[src/rtl/reg_file_pkg.sv]
// reg_file_pkg: shared state type and default geometry for the parametrised register file
package reg_file_pkg;
  typedef enum logic {IDLE, CLEAR} state_e;
  localparam int DEF_WIDTH = 16;
  localparam int DEF_ADDR_W = 3;
endpackage

[src/rtl/reg_file_clear_fsm.sv]
// reg_file_clear_fsm: sweep-clear sequencer that walks every address once and flags writes that arrive while busy
module reg_file_clear_fsm
  import reg_file_pkg::*;
#(
  parameter int ADDR_W = DEF_ADDR_W
) (
  input  logic              clk,
  input  logic              reset_n,
  input  logic              clr,
  input  logic              wr,
  output logic              clr_en,
  output logic [ADDR_W-1:0] clr_addr,
  output logic              busy,
  output logic              wr_drop
);
  state_e state_q, state_d;
  logic [ADDR_W-1:0] ptr_q, ptr_d;
  logic drop_q, drop_d;
  always_comb begin
    state_d = state_q;
    ptr_d = ptr_q;
    drop_d = (state_q == CLEAR) && wr;
    if (state_q == IDLE && clr) begin
      state_d = CLEAR;
      ptr_d = '0;
    end
    if (state_q == CLEAR) begin
      ptr_d = ptr_q + 1'b1;
      state_d = (ptr_q == '1) ? IDLE : CLEAR;
    end
  end
  always_ff @(posedge clk or negedge reset_n) begin
    if (!reset_n) begin
      state_q <= IDLE;
      ptr_q <= '0;
      drop_q <= 1'b0;
    end else begin
      state_q <= state_d;
      ptr_q <= ptr_d;
      drop_q <= drop_d;
    end
  end
  assign busy = state_q == CLEAR;
  assign clr_en = busy;
  assign clr_addr = ptr_q;
  assign wr_drop = drop_q;
endmodule

[src/rtl/param_reg_file.sv]
// param_reg_file: 2-read/1-write register file with per-entry valid bits, write bypass and sweep clear
module param_reg_file
  import reg_file_pkg::*;
#(
  parameter int WIDTH = DEF_WIDTH,
  parameter int ADDR_W = DEF_ADDR_W,
  parameter int ZERO_REG = 0,
  parameter int BYPASS = 1
) (
  input  logic              clk,
  input  logic              reset_n,
  input  logic              wr,
  input  logic [ADDR_W-1:0] wr_addr,
  input  logic [WIDTH-1:0]  d_in,
  input  logic [ADDR_W-1:0] rd_addr_a,
  input  logic [ADDR_W-1:0] rd_addr_b,
  output logic [WIDTH-1:0]  d_out_a,
  output logic [WIDTH-1:0]  d_out_b,
  output logic              valid_a,
  output logic              valid_b,
  input  logic              clr,
  output logic              busy,
  output logic              wr_drop
);
  localparam int DEPTH = 2 ** ADDR_W;
  logic [WIDTH-1:0] mem_q [DEPTH];
  logic [WIDTH-1:0] mem_d [DEPTH];
  logic [DEPTH-1:0] valid_q, valid_d;
  logic clr_en, wr_en, hit_a, hit_b;
  logic [ADDR_W-1:0] clr_addr;
  reg_file_clear_fsm #(.ADDR_W(ADDR_W)) u_fsm (
    .clk(clk), .reset_n(reset_n), .clr(clr), .wr(wr),
    .clr_en(clr_en), .clr_addr(clr_addr), .busy(busy), .wr_drop(wr_drop)
  );
  // With a hardwired zero register, entry 0 is never written, so it stays 0/invalid with no read-side masking
  assign wr_en = wr && !busy && reset_n && !(ZERO_REG != 0 && wr_addr == '0);
  always_comb begin
    mem_d = mem_q;
    valid_d = valid_q;
    if (wr_en) begin
      mem_d[wr_addr] = d_in;
      valid_d[wr_addr] = 1'b1;
    end
    if (clr_en) begin
      mem_d[clr_addr] = '0;
      valid_d[clr_addr] = 1'b0;
    end
  end
  always_ff @(posedge clk or negedge reset_n) begin
    if (!reset_n) begin
      mem_q <= '{default: '0};
      valid_q <= '0;
    end else begin
      mem_q <= mem_d;
      valid_q <= valid_d;
    end
  end
  assign hit_a = BYPASS != 0 && wr_en && wr_addr == rd_addr_a;
  assign hit_b = BYPASS != 0 && wr_en && wr_addr == rd_addr_b;
  assign d_out_a = hit_a ? d_in : mem_q[rd_addr_a];
  assign d_out_b = hit_b ? d_in : mem_q[rd_addr_b];
  assign valid_a = hit_a || valid_q[rd_addr_a];
  assign valid_b = hit_b || valid_q[rd_addr_b];
endmodule

[config.mk]
export PLATFORM = sky130hd
export DESIGN_NAME = param_reg_file
export DESIGN_NICKNAME = d
export VERILOG_FILES = /design/src/rtl/reg_file_pkg.sv /design/src/rtl/reg_file_clear_fsm.sv /design/src/rtl/param_reg_file.sv
export SDC_FILE = /design/constraint.sdc
export NUM_CORES = 1
export LEC_CHECK = 0
export BUFFER_PORTS_ARGS = -buffer_cell sky130_fd_sc_hd__buf_2
export CORE_MARGIN = 3
export CORE_UTILIZATION = 35
export CTS_CLUSTER_DIAMETER = 40
export DETAILED_ROUTE_END_ITERATION = 16
export PLACE_DENSITY = 0.62
export SLEW_MARGIN = 15
export SYNTH_ARGS = -nofsm -noshare
export SYNTH_HDL_FRONTEND = slang
export SYNTH_SLANG_ARGS = --single-unit
[constraint.sdc]
create_clock -name clk -period 1.7 [get_ports clk]
set_clock_uncertainty 0.2 [all_clocks]
set_input_delay 0.17 -clock clk [delete_from_list [all_inputs] [get_ports clk]]
set_output_delay 0.17 -clock clk [all_outputs]
set_load 0.01 [all_outputs]
Word level (Yosys, flattened, before mapping)
Index checks and enable logic that the tools add are counted.
W data, S select, Z words.
- output and inout bits: 36
- bits of input ports: 29
- flip-flop bits (word level): 141
- equality and inequality tests: 3
- bitwise gates (word level): 10
- $add $sub $neg: 1
- mux-type cells: 30
- magnitude comparators: 12
- reduce and logical (&&, ||, !) cells: 14
- operators by type and width (kind ; number):
    $mux W128 ; 2
    $and A128 B128 Y128 ; 1
    $bwmux W128 ; 1
    $mux W16 ; 8
    $not A128 Y128 ; 1
    $bmux W16 S3 ; 2
    $demux W16 S3 ; 2
    $ge A4 B4 Y1 const B ; 4
    $lt A3 B4 Y1 const B ; 4
    $mux W8 ; 2
    $not A3 Y4 ; 4
    $logic_and A1 B1 Y1 ; 10
    $and A8 B8 Y8 ; 1
    $lt A4 B1 Y1 const B ; 2
    $not A8 Y8 ; 1
    $or A8 B8 Y8 ; 1
    $mux W1 ; 7
    $bmux W1 S3 ; 2
    $demux W1 S3 ; 2
    $eq A3 B3 Y1 ; 2
    $ge A3 B1 Y1 const B ; 2
    $mux W3 ; 2
    $add A3 B1 Y3 const B ; 1
    $eq A3 B3 Y1 const B ; 1
    4 further kinds ; 5

Longest topological paths before layout
Gate-level depths: netlist (run 1).
- depth in word-level cells: 9
- depth in mapped cells: 7
- mapped depth without buffers: 4

Modules after synthesis
Synthesis (run 1) repeated with hierarchy kept, for this count alone.
- cell total of the unflattened synthesis: 827
- area, all modules: 8892.3 sq um
- by module, submodules not included (module ; area an instance (sq um) ; cells each ; instances):
    param_reg_file ; 8682.1 ; 812 ; 1
    reg_file_clear_fsm ; 210.2 ; 15 ; 1

Worst setup path after synthesis (run 1)
No wires, ideal clock.
- path kind: flip-flop to output port
- start: register u_fsm.state_q (netlist: u_fsm.busy)
- end: output port d_out_a[13]
- data arrival time: 1.535 ns
- required time: 1.330 ns
- cell stages (with the launch flop): 5
- path buffers: 1
- setup slack: -0.205 ns
- path through: dfrtp_1 -> and3b_1 -> nand4_1 -> buf_2 -> mux2_4
- cells in the longest elaborated chain, start to end: 5
- ends and longest elaborated chain (element ; RTL line ; text):
    start, declared ; reg_file_clear_fsm.sv:16 ; state_e state_q, state_d;
    start signal, assigned ; reg_file_clear_fsm.sv:38 ; state_q <= state_d;
    $logic_not A1 Y1 ; param_reg_file.sv:36 ; assign wr_en = wr && !busy && reset_n && !(ZERO_REG != 0 && wr_addr == '0);
    $logic_and A1 B1 Y1 (2 in series) ; param_reg_file.sv:36 ;
    $logic_and A1 B1 Y1 ; param_reg_file.sv:58 ; assign hit_a = BYPASS != 0 && wr_en && wr_addr == rd_addr_a;
    $mux W16 ; param_reg_file.sv:60 ; assign d_out_a = hit_a ? d_in : mem_q[rd_addr_a];
    end, declared ; param_reg_file.sv:17 ; output logic [WIDTH-1:0] d_out_a,
Every way passes these cells.

Worst setup path after layout (run 1)
- start: register mem_q[8] (netlist name)
- end: output port d_out_b[8]
- cells in the longest elaborated chain, start to end: 4
- ends and longest elaborated chain (element ; RTL line ; text):
    start, declared ; param_reg_file.sv:26 ; logic [WIDTH-1:0] mem_q [DEPTH];
    start signal, assigned ; param_reg_file.sv:54 ; mem_q <= mem_d;
    $bmux W16 S3 ; param_reg_file.sv:61 ; assign d_out_b = hit_b ? d_in : mem_q[rd_addr_b];
    $mux W16 (implied by the code) (2 in series) ; param_reg_file.sv:61 ;
    $mux W16 ; param_reg_file.sv:61 ;
    end, declared ; param_reg_file.sv:18 ; output logic [WIDTH-1:0] d_out_b,
Every way passes these cells. The select of a mux whose other input is x is not followed.

==> impl_results.md, run 1 <==
* Outcome: complete, but fails checks
* Failing checks: negative setup slack
* Final setup margin at -0.740 ns
* Non-filler cells, final at 1307
* Antenna viol nets, final at 0
* H-Tree Depth at 4
* Final cell utilization of the core at 57.3%
* IO Port Bufs at 64
* Vias in the first global route at 8829
* Sequential element share of the synthesized area at 39.7%
* Clock period minus final worst setup slack at 2.44 ns
* Top post-synthesis cells by count: dfrtp_1, a21oi_1, o21ai_0
* Largest net degree at the start of global routing at 123
* Overflow after GRT at 0
* Num rows at 57
* Core area at 24700 um^2
* Final WL at 40900 um
* Cell taking the most area after synthesis: dfrtp_1
* DR vias/cell at 6.79
* Slew margin rel. at 46.3%
* DPL Wire Length at 17300 um
* EDFF count, synth at 0
* First-pass DRT Iterations at 5
* Area Overhead vs Synth at 58.8%
* F_max at 410 MHz
* Vias at 8872
* Post-synthesis register bit count at 141
* # clock sinks at 141
* Clock latency on the worst-skew pair at 0.43 ns
* Cell with the most instances after synthesis: dfrtp_1
* Maximum vdd drop at 1.14 mV
* Crit path capture type: output pin
* Synth Flop Type: dfrtp_1
* DIE WIDTH at 165 um
* Largest buffer count on any clock path at 2
* CP Data Arrival Time at 2.07 ns
* Initial DRC count at 1030
* Asr flop ratio synth at 100%
* Internal power at 9.39 mW
* CTS Root Cell: clkbuf_16
* Antenna violations before repair at 3
* Hold Crit Class: primary input to async pin
* RSZ-0062 raised after global routing: true
* Clock group share of total power at 30.5%
* Share of cells above drive strength 1 at 69.2%
* Leak Pwr at 5.43 nW
* Crit Path Category: flop to output pin
* Maxcap violations at 0
* WL per Instance at 31.3 um
* Post-synth top area share at 39.7%
* I/O pin count at 65
* Sw frac at 35.6%
* Initial Utilization at 36.1%
* Die height at 165 um
* GP Congestion at 0.840
* Setup Viol. Count Final at 171
* # DRC at 0
* Ys Warns at 0
* Final Total Pwr at 14.6 mW
* Global-route wire length before repair at 55200 um
* CP startpoint kind: flop
* Post-Synthesis Cells at 832
* TritonCTS clock tree: done
* Yosys cell types at 28
* Fin. max-slew vios at 0
* Syn Std Cell Area at 8900 um^2
* GRT Total Usage at 27.5%
* Slew @ Worst Pin at 0.802 ns
* Avg Cell Area, Syn at 10.7 um^2
* Die area at 27400 um^2
* Setup TNS at -75.38 ns
* Tcrit/Tclk final at 144%
* Worst Setup Slack post-DPL at -0.577 ns
* Worst EP required at 1.33 ns
* Final Hold Viols at 0
* Total net switching power at 5.18 mW
* Cts bufs inserted at 17
* Post-Syn Nets at 863
* Area contributors post-synth: dfrtp_1, mux4_1, a21oi_1
* Post-Place Cells at 1171
* Flop pwr share at 30.2%
* Clock-pin slew on the worst setup and hold paths at 0.07 ns
* Nets@finish at 998
* Combinational power share at 39.3%
* Crit Path Max Fanout at 3
* Power Density at 1030 nW/um^2
## flip-flops by register name (all words and copies together) (netlist names)
signal and cells:
u_fsm.clr_addr 3, u_fsm.busy 1, u_fsm.wr_drop 1, valid_q 8, mem_q 128
## worst max-delay path, cell delays in order, from the launching register on
cell and delay, ns:
dfrtp_1 0.44, mux4_2 0.52, mux2_4 0.27, mux2_4 0.28, buf_6 0.13
## routing by layer
metal  global-route usage [%]  vias up  share of wire [%]
li1                         -     3439                  -
met1                     33.9     4419                 35
met2                     40.6      782                 44
met3                     12.0      230                 13
met4                     14.9        2                7.0
met5                        0        -              0.027
## path summary, 6_finish.rpt
path / endpoint / cells past startpoint / startpoint / slack (ns)
setup / recovery: d_out_b[8] / 4 / mem_q[8] / -0.74
hold / removal: u_fsm.clr_addr[0] / 3 / reset_n / 0.11
setup reg to reg: mem_q[111] / 9 / u_fsm.busy / -0.52
hold reg to reg: mem_q[73] / 2 / mem_q[73] / 0.34
max in group asynchronous: mem_q[108] / 4 / reset_n / 0.12
min in group clk: mem_q[98] / 6 / wr_addr[2] / 0.25
## stage by stage
step	hold WS (ns)	cell area [um^2]
floorplan	-0.326	8950
global placement	-0.108	10000
detailed placement	-0.107	10000
CTS	0.112	12500
global route	0.122	14100
finish	0.108	14100
## kinds of logic after synthesis
logic type | share of synthesized area (%)
adder cells (fa/ha/maj) | 0.281
AO/OA/AOI/OAI | 15.0
flip-flops | 39.7
buffers and inverters | 5.82
XOR/XNOR | 0.591
multiplexers | 28.6
AND/OR/NAND/NOR | 10.0
## final cells by class
| class | count | area (um^2) |
|---|---|---|
| fill | 1843 | 10500 |
| multi-input combinational | 583 | 6580 |
| sequential | 141 | 3530 |
| timing repair buffer | 224 | 2920 |
| clock buffer | 19 | 453 |
| tap | 324 | 405 |
| clock inverter | 13 | 236 |
| antenna | 3 | 7.51 |
## cell usage in the layout (no fill, tap or decap), types with 2 or more instances in the layout
cell type | netlist | layout
nand4_1 | 2 | 2
clkbuf_8 | 0 | 2
mux2i_1 | 3 | 2
clkbuf_16 | 0 | 22
nor2_2 | 0 | 8
bufinv_16 | 0 | 6
buf_12 | 0 | 42
a21oi_2 | 0 | 94
nor2_1 | 16 | 8
mux2_4 | 8 | 53
a21oi_1 | 137 | 42
nor3_4 | 0 | 2
o21ai_0 | 130 | 2
nand3_1 | 128 | 40
buf_2 | 12 | 28
o21ai_4 | 0 | 23
xnor2_1 | 6 | 6
clkinvlp_4 | 0 | 4
and2_1 | 2 | 2
dfrtp_2 | 0 | 2
o21ai_2 | 0 | 81
buf_4 | 0 | 47
nand3_2 | 0 | 44
nand2b_1 | 8 | 7
dfrtp_1 | 141 | 139
buf_8 | 0 | 4
buf_16 | 0 | 20
nand3_4 | 0 | 44
diode_2 | 0 | 3
nand2_2 | 0 | 2
clkinv_4 | 0 | 2
mux2_2 | 56 | 11
buf_6 | 13 | 59
o21ai_1 | 0 | 24
nand2_1 | 7 | 5
dlygate4sd3_1 | 0 | 19
mux4_2 | 5 | 67
nor2b_2 | 0 | 2
ha_1 | 2 | 2
## power groups by stage
| stage | Sequential (mW) | Combinational [mW] | Clock, mW |
|---|---|---|---|
| after floorplan | 4.12 | 2.03 | 0 |
| after global placement | 4.27 | 3.37 | 0 |
| after detailed placement | 4.29 | 3.41 | 0 |
| after CTS | 4.30 | 4.80 | 4.41 |
| after global routing | 4.44 | 5.88 | 4.61 |
| final | 4.40 | 5.72 | 4.45 |
## timing repair
action	4_1_cts	5_1_grt
gates resized for setup	340	372
setup buffers	32	30
hold buffers	19	0
pin swaps	79	139
endpoints found under the hold margin	274	0
endpoints found under the setup margin	100	171
gates cloned	27	6
Note: power is estimated with default switching activity, not from simulation.
==> run 2, diff against run 1 <==
- ABC_AREA: unset -> 1
==> run 2 against run 1 <==
Compared with the run above: the run still ends with negative setup slack left; clock power shrank 11%; sequential power grew 5%; register-to-register slack gained 0.24 ns.
==> impl_results.md, run 2 <==
* Outcome: complete, but fails checks
* Hold Crit Class: primary input to flop
* Post-synth top area share at 38.7%
* Cell taking the most area after synthesis: dfrtp_1
* Power Density at 1110 nW/um^2
* Initial Utilization at 35.9%
* Setup TNS at -28.90 ns
* Largest net degree at the start of global routing at 142
* Crit path capture type: output pin
* Clock-pin slew on the worst setup and hold paths at 0.06 ns
* Reg with most FFs: mem_q
* Crit Path Category: flop to output pin
* Yosys cell types at 19
* Asr flop ratio synth at 100%
* # clock sinks at 141
* Synth Flop Type: dfrtp_1
* EDFF count, synth at 0
* Initial DRC count at 1161
* CP Data Arrival Time at 1.68 ns
* Num rows at 58
* # DRC at 0
* Setup Viol. Count Final at 162
* TritonCTS clock tree: done
* Share of cells above drive strength 1 at 19.9%
* Final cell utilization of the core at 48.5%
* Max FFs per register at 128
* N_diodes at 0
* Die area at 28000 um^2
* Top post-synthesis cells by count: nand2_1, nor2_1, nand3_1
* Worst Setup Slack post-DPL at -0.0506 ns
* Final setup margin at -0.350 ns
* WL per Instance at 18.4 um
* Post-Synthesis Cells at 1489
* Crit Path Max Fanout at 6
* Maximum vdd drop at 0.650 mV
* Leak Pwr at 6.80 nW
* Clock period minus final worst setup slack at 2.05 ns
* Sequential element share of the synthesized area at 38.7%
* Nets@finish at 1632
* Die height at 167 um
* Area contributors post-synth: dfrtp_1, nand2_1, nand3_1
* Most frequent cells in the layout: nand2_1, nor2_1, nand3_1, dfrtp_1, inv_1
* Area Overhead vs Synth at 35.1%
* Post-synthesis register bit count at 141
* Final Total Pwr at 13.6 mW
* Final Hold Viols at 0
* Clock latency on the worst-skew pair at 0.42 ns
* Cts bufs inserted at 17
* F_max at 488 MHz
* DIE WIDTH at 167 um
* CTS Root Cell: clkbuf_16
* DPL Wire Length at 21900 um
* Slew @ Worst Pin at 0.854 ns
* Commonest non-fill, non-tap cell in the layout: nand2_1
* DR vias/cell at 5.22
* Failing checks: negative setup slack
* Maxcap violations at 0
* Ys Warns at 0
* Hold slack at 0.215 ns
* Post-Syn Nets at 1520
* Syn Std Cell Area at 9120 um^2
* GP Congestion at 0.915
* First-pass DRT Iterations at 6
* Slew margin rel. at 43.1%
* GRT Total Usage at 24.6%
* I/O pin count at 65
* Avg Cell Area, Syn at 6.13 um^2
* Core area at 25400 um^2
* Final WL at 35800 um
* Cell with the most instances after synthesis: nand2_1
* Tcrit/Tclk final at 121%
* CP startpoint kind: flop
* Largest buffer count on any clock path at 2
* Worst EP required at 1.33 ns
* H-Tree Depth at 4
* Antenna viol nets, final at 0
* Antenna violations before repair at 0
* Global-route wire length before repair at 54600 um
* IO Port Bufs at 64
* Fin. max-slew vios at 0
* Layout fillers at 2497
* Overflow after GRT at 0
* Vias in the first global route at 9693
* RSZ-0062 raised after global routing: true
* Vias at 10100
run 2: repair_timing:
item / in CTS / in global routing
setup buffers: 6 / 6
hold endpoints to repair: 234 / 0
resized for setup: 91 / 170
cloned: 9 / 8
pin swaps: 15 / 23
hold buffers: 21 / 0
setup endpoints to repair: 65 / 170
run 2: metal layers:
metal / share of wire (%) / wire length (um) / vias to the layer above / GRT usage, %
met2: 47 / 16700 / 475 / 39.2
li1: - / - / 4804 / -
met3: 7.4 / 2640 / 99 / 4.27
met4: 4.0 / 1440 / 0 / 10.1
met1: 42 / 15000 / 4758 / 33.4
met5: 0 / 0 / - / 0
run 2: worst paths after layout:
check	from	slack, ns	depth (start not counted)	endpoint
max	u_fsm.busy	-0.35	9	d_out_b[1]
min	wr_addr[1]	0.22	5	valid_q[2]
max reg2reg	u_fsm.busy	-0.28	11	mem_q[85]
min reg2reg	mem_q[77]	0.31	2	mem_q[77]
max in group asynchronous	reset_n	0.38	3	mem_q[93]
min in group asynchronous	reset_n	0.23	3	mem_q[48]
run 2: cells by family (layout without fill, tap and decap cells):
| family | after synthesis | in the layout | share of synthesized area, % |
|---|---|---|---|
| simple gates | 1016 | 1016 | 45.5 |
| buf+inv | 249 | 372 | 11.0 |
| flops | 141 | 141 | 38.7 |
| compound gates | 81 | 81 | 4.53 |
| fa+ha+maj | 2 | 2 | 0.274 |
run 2: metrics by stage:
stage / cells / instance area [um^2]
3_3_place_gp: 1862 / 10200
4_1_cts: 1928 / 11700
3_5_place_dp: 1862 / 10200
2_1_floorplan: 1489 / 9130
5_1_grt: 1942 / 12300
6_report: 1942 / 12300
run 2: report_power, final:
part / internal, mW / switching, mW / leakage, nW
combinational: 1.85 / 3.23 / 4.57
sequential: 4.17 / 0.425 / 1.94
clock: 2.42 / 1.52 / 0.292
total: 8.44 / 5.18 / 6.80
run 2: final cells by class:
cell class / count / area, um^2 / area share (%)
sequential: 141 / 3530 / 28.6
clock buffer: 21 / 470 / 3.82
inverter: 151 / 619 / 5.02
timing repair buffer: 189 / 2050 / 16.6
timing repair inverter: 2 / 27.5 / 0.223
tap: 330 / 413 / 3.35
multi-input combinational: 1099 / 5080 / 41.2
clock inverter: 9 / 136 / 1.11
run 2: worst max-delay path: stages, from the launching register on:
cell	delay, ns
dfrtp_2	0.40
inv_2	0.08
nand3_4	0.09
nor2_4	0.11
nand2_4	0.09
inv_6	0.10
buf_12	0.13
nand2_4	0.04
nand2_2	0.10
buf_6	0.11
==> run 3, diff against run 2 <==
- CTS_CLUSTER_DIAMETER: 40 -> 200
- RECOVER_POWER: unset -> 100
==> run 3 against run 2 <==
Compared with the run above: the run still ends with negative setup slack left; critical path depth stayed put; wire length is 0.12% higher; sequential share of layout area is 0.061 points higher; non-clock buffer count stayed put; sequential power hardly changed; final area is 0.21% lower; first-iteration DRC count is 2.3% lower; die area stayed put; clock power hardly changed; utilization is 0.10 points lower; highest routed layer unchanged.
==> impl_results.md, run 3 (synthesis results as in run 2) <==
* Vias in the first global route at 9693
* R2R Setup Slk at -0.28 ns
* Area Overhead vs Synth at 34.8%
* Cell Chain, Critical Path: inv_2 -> nand3_4 -> nor2_4 -> nand2_4 -> inv_6 -> buf_12 -> nand2_4 -> nand2_2 -> buf_6
* Antenna violations before repair at 0
* Sequential Area at 3530 um^2
* CP max stage delay at 0.40 ns
* Commonest non-fill, non-tap cell in the layout: nand2_1
* Slew margin rel. at 25.7%
* Slowest-stage cell, CP: dfrtp_2
* Worst EP required at 1.33 ns
* Fin. max-slew vios at 0
* Nets@finish at 1632
* # DRC at 0
* # clock sinks at 141
* Largest buffer count on any clock path at 2
* Crit Path Max Fanout at 6
* Final setup margin at -0.353 ns
* Hold depth at 5
* Global-route wire length before repair at 54600 um
* Area of the multi-input gates at 5080 um^2
* Clock period minus final worst setup slack at 2.05 ns
* Initial DRC count at 1134
* Reg2reg start: u_fsm.busy
* Hold endpoint: valid_q[2]
* Num rows at 58
* Hold slack at 0.215 ns
* H-Tree Depth at 4
* Dpl cell area at 10200 um^2
* Cts bufs inserted at 17
* DIE WIDTH at 167 um
* I/O pin count at 65
* IO Port Bufs at 64
* Crit Path Category: flop to output pin
* RSZ-0062 raised after global routing: true
* Outcome: complete, but fails checks
* Final WL at 35800 um
* CP dominant cell by count: nand2_4
* DR vias/cell at 5.25
* Overflow after GRT at 0
* Slew @ Worst Pin at 1.11 ns
* GP Congestion at 0.915
* Die area at 28000 um^2
* Most frequent cells in the layout: nand2_1, nor2_1, nand3_1, dfrtp_1, inv_1
* Largest net degree at the start of global routing at 142
* Vias at 10200
* Setup Viol. Count Final at 165
* First-pass DRT Iterations at 6
* Die height at 167 um
* R2R cell count at 11
* Leak Pwr at 6.78 nW
* Reg with most FFs: mem_q
* Share of cells above drive strength 1 at 19.7%
* Maxcap violations at 0
* WL per Instance at 18.4 um
* CP startpoint kind: flop
* CTS Root Cell: clkbuf_16
* Final Hold Viols at 0
* Worst Setup SP: u_fsm.busy
* Final Total Pwr at 13.6 mW
* Initial Utilization at 35.9%
* Layout fillers at 2499
* Hold Crit Class: primary input to flop
* N_diodes at 0
* Failing checks: negative setup slack
* FF-to-FF End: mem_q[85]
* Finished layout cell area at 12300 um^2
* Core area at 25400 um^2
* Setup TNS at -30.00 ns
* Clock-pin slew on the worst setup and hold paths at 0.06 ns
* DPL Wire Length at 21900 um
* Hold Path Origin: wr_addr[1]
* Maximum vdd drop at 0.648 mV
* Antenna viol nets, final at 0
* Tcrit/Tclk final at 121%
* GRT Total Usage at 24.6%
* Crit path capture type: output pin
* TritonCTS clock tree: done
* F_max at 487 MHz
* CP Data Arrival Time at 1.68 ns
* Clock latency on the worst-skew pair at 0.42 ns
* Power Density at 1110 nW/um^2
* Max FFs per register at 128
run 3: changes by cell type in the layout (fill, tap and decap cells not counted), sizes merged:
cell    delta
buf        -2
clkbuf     +2
inv        +1
clkinv     -1
run 3: worst max path at each step:
stage,endpoint,slack (ns),depth (start not counted)
floorplan,d_out_a[6],0.02,8
global placement,d_out_b[1],-0.03,9
detailed placement,d_out_a[4],-0.05,9
CTS,d_out_b[1],-0.36,8
global route,d_out_a[12],-0.43,8
finish,d_out_b[1],-0.35,9
run 3: metrics by stage:
step                std cells  worst slack, ns  utilization [%]
finish                   1942           -0.353             48.4
CTS                      1928           -0.360             46.0
floorplan                1489           0.0175                -
global route             1942           -0.425             48.4
detailed placement       1862          -0.0506             40.3
global placement         1862          -0.0273             40.3
run 3: where the power goes:
part | total [mW] | internal (mW) | switching, mW
Clock | 3.94 | 2.42 | 1.52
Sequential | 4.60 | 4.17 | 0.426
Combinational | 5.08 | 1.85 | 3.24
Total | 13.6 | 8.43 | 5.18
run 3: final cells by class:
cell class | instances | area share [%]
multi-input combinational | 1099 | 41.3
inverter | 151 | 5.04
tap | 330 | 3.36
timing repair inverter | 2 | 0.142
sequential | 141 | 28.7
timing repair buffer | 189 | 16.5
clock buffer | 21 | 3.82
clock inverter | 9 | 1.11
run 3: routing by layer:
| layer | GRT usage (%) | share of wire [%] | up-vias |
|---|---|---|---|
| met4 | 10.1 | 4.0 | 0 |
| li1 | - | - | 4803 |
| met5 | 0 | 0 | - |
| met2 | 39.2 | 47 | 511 |
| met3 | 4.27 | 8.4 | 94 |
| met1 | 33.4 | 41 | 4786 |
run 3: timing repair:
item                                    in CTS  in global routing
hold endpoints to repair                   234                  0
hold buffers                                21                  0
gates resized for setup                     91                170
setup buffers                                6                  6
gates cloned                                 9                  8
pin swaps                                   15                 23
endpoints found under the setup margin      65                170
run 3: worst max-delay path, delay by kind of cell, from the launching register on:
family	cells	cell delay, ns
buffers and inverters	4	0.42
flip-flops	1	0.40
AND/OR/NAND/NOR	5	0.43
